File: src/rtl/proc_pkg.sv
// Shared definitions for the 16-bit core and its instruction feeder:
// data width, opcodes and the fetch sequencer state encoding.
package proc_pkg;

  localparam int DATA_W = 16;

  localparam logic [2:0] OP_MV  = 3'b000;
  localparam logic [2:0] OP_MVT = 3'b001;
  localparam logic [2:0] OP_ADD = 3'b010;
  localparam logic [2:0] OP_SUB = 3'b011;

  typedef enum logic [2:0] {
    S_IDLE,
    S_FETCH,
    S_ISSUE,
    S_WAIT,
    S_HALT,
    S_ERROR
  } fetch_state_e;

endpackage

File: src/rtl/prog_ram.sv
// Program store: one write port, one registered read port.
// A read of the address being written returns the new word.
module prog_ram #(
  parameter int AW = 5,
  parameter int DW = 16
) (
  input  logic          clk,
  input  logic          we,
  input  logic [AW-1:0] waddr,
  input  logic [DW-1:0] wdata,
  input  logic [AW-1:0] raddr,
  output logic [DW-1:0] rdata
);

  logic [DW-1:0] mem_q [2**AW];
  logic [DW-1:0] rdata_q;

  always_ff @(posedge clk) begin
    if (we) mem_q[waddr] <= wdata;
    rdata_q <= (we && waddr == raddr) ? wdata : mem_q[raddr];
  end

  assign rdata = rdata_q;

endmodule

File: src/rtl/instr_fetch_seq.sv
// Feeds one instruction at a time to the core, waits for Done,
// and traps to ERROR if the core stalls too long.
import proc_pkg::*;

module instr_fetch_seq #(
  parameter int ADDR_W  = 5,
  parameter int DATA_W  = proc_pkg::DATA_W,
  parameter int TIMEOUT = 8
) (
  input  logic              Clock,
  input  logic              Reset,
  input  logic              Start,
  input  logic [ADDR_W:0]   ProgLen,
  input  logic              ProgWe,
  input  logic [ADDR_W-1:0] ProgAddr,
  input  logic [DATA_W-1:0] ProgData,
  input  logic              Done,
  output logic [DATA_W-1:0] DIN,
  output logic              Run,
  output logic [ADDR_W-1:0] PC,
  output logic              Busy,
  output logic              Halted,
  output logic              Error
);

  localparam int CNT_W = $clog2(TIMEOUT + 1);
  localparam logic [ADDR_W:0] MAX_LEN = {1'b1, {ADDR_W{1'b0}}};

  fetch_state_e state_q, state_d;
  logic [ADDR_W-1:0] pc_q, pc_d;
  logic [ADDR_W:0]   len_q, len_d;
  logic [CNT_W-1:0]  cnt_q, cnt_d;
  logic [DATA_W-1:0] din_q, din_d;
  logic              run_q, busy_q, halted_q, error_q;

  logic              idle_like;
  logic [ADDR_W:0]   start_len;
  logic [ADDR_W:0]   pc_inc;
  logic [DATA_W-1:0] rd_data;

  assign idle_like = (state_q == S_IDLE) || (state_q == S_HALT) ||
                     (state_q == S_ERROR);
  assign start_len = (ProgLen > MAX_LEN) ? MAX_LEN : ProgLen;
  assign pc_inc    = {1'b0, pc_q} + (ADDR_W+1)'(1);

  always_comb begin
    state_d = state_q;
    pc_d    = pc_q;
    len_d   = len_q;
    cnt_d   = cnt_q;
    din_d   = din_q;
    unique case (state_q)
      S_IDLE, S_HALT, S_ERROR: begin
        if (Start) begin
          pc_d    = '0;
          len_d   = start_len;
          state_d = (start_len == '0) ? S_HALT : S_FETCH;
        end
      end
      S_FETCH: begin
        din_d   = rd_data;
        state_d = S_ISSUE;
      end
      S_ISSUE: begin
        cnt_d   = '0;
        state_d = S_WAIT;
      end
      S_WAIT: begin
        // Done beats a timeout landing on the same cycle
        if (Done) begin
          if (pc_inc == len_q) begin
            state_d = S_HALT;
          end else begin
            pc_d    = pc_inc[ADDR_W-1:0];
            state_d = S_FETCH;
          end
        end else if (cnt_q == CNT_W'(TIMEOUT - 1)) begin
          state_d = S_ERROR;
        end else begin
          cnt_d = cnt_q + CNT_W'(1);
        end
      end
      default: state_d = S_IDLE;
    endcase
  end

  // Reading at the next PC leaves the word ready when FETCH begins
  prog_ram #(
    .AW(ADDR_W),
    .DW(DATA_W)
  ) u_ram (
    .clk  (Clock),
    .we   (ProgWe && idle_like),
    .waddr(ProgAddr),
    .wdata(ProgData),
    .raddr(pc_d),
    .rdata(rd_data)
  );

  always_ff @(posedge Clock) begin
    if (Reset) begin
      state_q  <= S_IDLE;
      pc_q     <= '0;
      len_q    <= '0;
      cnt_q    <= '0;
      din_q    <= '0;
      run_q    <= 1'b0;
      busy_q   <= 1'b0;
      halted_q <= 1'b0;
      error_q  <= 1'b0;
    end else begin
      state_q  <= state_d;
      pc_q     <= pc_d;
      len_q    <= len_d;
      cnt_q    <= cnt_d;
      din_q    <= din_d;
      run_q    <= (state_d == S_ISSUE);
      busy_q   <= (state_d == S_FETCH) || (state_d == S_ISSUE) ||
                  (state_d == S_WAIT);
      halted_q <= (state_d == S_HALT);
      error_q  <= (state_d == S_ERROR);
    end
  end

  assign DIN    = din_q;
  assign Run    = run_q;
  assign PC     = pc_q;
  assign Busy   = busy_q;
  assign Halted = halted_q;
  assign Error  = error_q;

endmodule

File: config.mk
export PLATFORM = sky130hd
export DESIGN_NAME = instr_fetch_seq
export DESIGN_NICKNAME = d
export VERILOG_FILES = /design/src/rtl/proc_pkg.sv /design/src/rtl/prog_ram.sv /design/src/rtl/instr_fetch_seq.sv
export SDC_FILE = /design/constraint.sdc
export NUM_CORES = 1
export LEC_CHECK = 0
export CORE_UTILIZATION = 30
export DETAILED_ROUTE_END_ITERATION = 7
export DONT_BUFFER_PORTS = 1
export GPL_TIMING_DRIVEN = 1
export PLACE_DENSITY_LB_ADDON = 0.08
export SYNTH_ARGS = -nofsm -noshare
export SYNTH_HDL_FRONTEND = slang
export SYNTH_SLANG_ARGS = --single-unit
File: constraint.sdc
create_clock -name Clock -period 3 [get_ports Clock]
set_input_delay 0.6 -clock Clock [delete_from_list [all_inputs] [get_ports Clock]]
set_output_delay 0.6 -clock Clock [all_outputs]
set_load 0.02 [all_outputs]
==> run summary <==
In the final layout, flip-flops and latches occupy 16,240 um^2. The signal on the critical path passes through inv_1 -> a21oi_1 -> nand2_1 -> or3_1 -> nor2_2 -> buf_4. The worst-skew pair later-pin latency is 0.62 ns. The number of distinct standard cells referenced by the synthesized netlist came out at 48. The total overflow reported by the global router came out at 0. The routed wire length is 55,240 um. The via total after detailed routing came out at 9,993. The deepest level of the CTS H-tree came out at 2. The sequential-to-total area share from yosys stat is 75.80%. For this run, the number of Yosys warnings is 0.

The critical path contains buffers and inverters numbering 2 combined. The filler cells instantiated in the layout total 6,555. The die covers 72,470 um^2. The worst setup path is launched from a flip-flop.

The chip width is 269.2 um. The wire length of the first global-routing pass came out at 79,220 um. The count of final max-slew check failures is 0. The DRC violation total after the first TritonRoute iteration is 611.

The clock tree skew after final layout came out at 0.02607 ns. TritonCTS built the clock tree. The synthesized design contains 555 register bits. The worst voltage drop across the vdd grid is 0.3463 mV. The combined area of the multi-input logic cells is 4937 um^2.

Setup repair after global routing left no endpoint under its margin. Summing every instance area after synthesis gives 21,420 um^2. The delay of the slowest critical-path stage is 0.55 ns. Dividing the detail-routed wire length by the instance count gives 26.58 um.

The starting density of the core came out at 30.43%. The final estimated routing congestion in global placement came out at 0.7289. The final cycle utilization of the critical path came out at 85.82%.

The initial antenna violation count came to 1. Clock-pin slew was measured on the worst setup and hold paths at 0.06 ns. Max-cap violations in this run came to 0. The number of nets handed over by synthesis was 1,044. The analysis attributes to cell leakage a power of 7.434 nW. The count of unresolved DRC violations after routing came out at 0.

The run finished with clean final reports. The worst-case clock buffer depth is 3. In this design, the largest share of critical-path delay is due to simple AND/OR/NAND/NOR gates.

The worst path needs 2.575 ns of the cycle, external delays included. Clock tree synthesis inserted a total of 60 buffers. The pin count of the biggest net entering global routing is 57.

The average footprint of a synthesized cell came out at 21.21 um^2. The clock sink count is 555. The relative area change from synthesis to final layout is 15.95%. The slack of the worst reg-to-reg path came out at 0.43 ns. The worst setup path is captured at a flip-flop. The worst endpoint required time came out at 3.27 ns. The number of top-level design ports came out at 57.

The final-stage net count is 1,122. The total power density per cell area is 645.9 nW/um^2. The number of search-and-repair iterations in the first detailed-routing pass came out at 4.

The total cell area at the placement stage came out at 22,990 um^2. The number of antenna diodes came out at 0. The number of input and output port buffers inserted came out at 0.

The aggregate global-route resource usage is 15.33%. The actual slew at the worst max-slew pin is 0.6723 ns. The die height is 269.2 um. The setup TNS after final layout is 0 ns. Leaving out fill and tap cells, the most frequent cell in the layout is sky130_fd_sc_hd__edfxtp_1. The most area-hungry cell type in the Yosys netlist is sky130_fd_sc_hd__edfxtp_1.

The slowest stage of the critical path belongs to the cell sky130_fd_sc_hd__a21oi_1. The library cells used most frequently in the layout, excluding fill and tap cells, are sky130_fd_sc_hd__edfxtp_1, sky130_fd_sc_hd__mux4_2, sky130_fd_sc_hd__clkbuf_16. The cell sitting at the root of the clock tree is a sky130_fd_sc_hd__clkbuf_16. The number of hold violations in the final report is 0. The worst setup path is of the flip-flop to flip-flop kind. The final setup violation count came out at 0.

STA puts the critical path data arrival time at 2.84 ns. The proportion of netlist area held by the largest area contributor is 71.78%. For this run, the top clock speed supported by timing is 388.4 MHz. The final design area excluding fillers came out at 24,840 um^2. The number of nets with antenna violations after routing is 0. The cell row count is 97. The core area came out at 70,390 um^2. The post-route netlist has 31.02% of its cells at a drive strength greater than 1. The placed wire-length estimate came out at 32,750 um.

The via count of the first global-routing pass was 10,506. The worst hold path belongs to the class primary input to flip-flop. The number of vias per cell is 4.809. The synthesized instance count is 1,010. The worst slew slack as a fraction of its limit is 55.13%. The highest net fanout along the worst path came out at 16. Sorting the synthesized cells by area gives the leading types as sky130_fd_sc_hd__edfxtp_1, sky130_fd_sc_hd__mux4_2, sky130_fd_sc_hd__dfxtp_1, sky130_fd_sc_hd__mux2_2, sky130_fd_sc_hd__nor2_1.
[worst reg2reg max path: cells and delay by family (launching register included)]
family / cells / cell delay (ns)
AOI/OAI and AO/OA: 1 / 0.55
buffers and inverters: 2 / 0.43
DFF: 1 / 0.36
and+or+nand+nor: 3 / 0.88
[metrics by stage]
| step | hold slack, ns | total power (W) | worst slack (ns) | util [%] | cells |
|---|---|---|---|---|---|
| finish | 0.05396 | 0.01604 | 0.4255 | 35.28 | 2078 |
| global route | 0.01362 | 0.01656 | 0.2561 | 35.28 | 2078 |
| CTS | 0.0003607 | 0.01626 | 0.3541 | 35.28 | 2078 |
| detailed placement | 0.4563 | 0.009182 | 0.3791 | 32.66 | 1965 |
| global placement | 0.4470 | 0.009181 | 0.4476 | 32.66 | 1965 |
| floorplan | 0.4436 | 0.009033 | 0.5928 | - | 1010 |
[registers in the layout (all words and copies together) (netlist names), named ones only]
signal / flops
Error: 1
Run: 1
cnt_q: 4
len_q: 6
Busy: 1
DIN: 16
u_ram.mem_q: 512
state_q: 3
Halted: 1
PC: 5
[power by group]
group / internal (W) / switching [W]
registers: 0.00853 / 0.0000839
clock network: 0.00401 / 0.00302
logic: 0.000171 / 0.000225
[kinds of logic (layout without fill, tap and decap cells)]
family,Yosys count,count (layout),synth area share (%)
flops,555,555,75.80
mux,177,177,16.86
simple gates,145,145,3.283
compound gates,66,66,2.051
buf+inv,56,184,1.519
xor+xnor,9,9,0.3680
fa+ha+maj,2,2,0.1168
[timing repair]
item,CTS,global route
endpoints found under the setup margin,0,0
endpoints found under the hold margin,1,0
gates resized for setup,0,0
buffers inserted,0,0
hold buffers,1,0
[final cells by class]
class | count | area share, %
flip-flops and latches | 555 | 65.41
repair buffers | 65 | 2.479
multi-input cells | 399 | 19.88
well taps | 940 | 4.736
clock inverters | 27 | 0.8413
inverters | 7 | 0.1058
clock buffers | 85 | 6.549
[Yosys cell counts, drive strengths merged]
library cell / count
o31ai: 15
a31o: 1
inv: 7
xnor2: 5
nor3b: 2
nand2b: 3
a2111oi: 1
a21oi: 15
and2: 1
a22oi: 1
o211ai: 1
edfxtp: 512
o31a: 1
a21boi: 2
nand3b: 10
mux2: 30
a41oi: 1
o21ai: 5
nor4b: 1
or3: 3
buf: 31
o22ai: 15
nor3: 4
xor2: 4
ha: 2
a211oi: 2
mux2i: 3
nor4: 1
o21ba: 1
nor2: 47
or3b: 2
a31oi: 2
clkbuf: 18
nor2b: 19
mux4: 144
nand3: 6
nand2: 41
nand4: 2
dfxtp: 43
a311oi: 3
or2: 3
[final timing paths]
| kind | startpoint | endpoint | depth (start not counted) |
|---|---|---|---|
| max reg2reg | state_q[2]$_SDFF_PP0_ | u_ram.mem_q[16][0]$_DFFE_PP_ | 6 |
| min | Reset | cnt_q[1]$_SDFFE_PP0P_ | 1 |
| min reg2reg | len_q[0]$_SDFFE_PP0P_ | len_q[0]$_SDFFE_PP0P_ | 2 |
| max | state_q[2]$_SDFF_PP0_ | u_ram.mem_q[16][0]$_DFFE_PP_ | 6 |
[layer usage]
metal	wire length, um	vias to the layer above	track usage (%)
li1	-	4349	-
met1	24690	5371	20.78
met2	26560	213	24.63
met3	3209	60	4.043
met4	778	0	3.383
met5	0	-	0
Note: power is estimated with default switching activity, not from simulation.
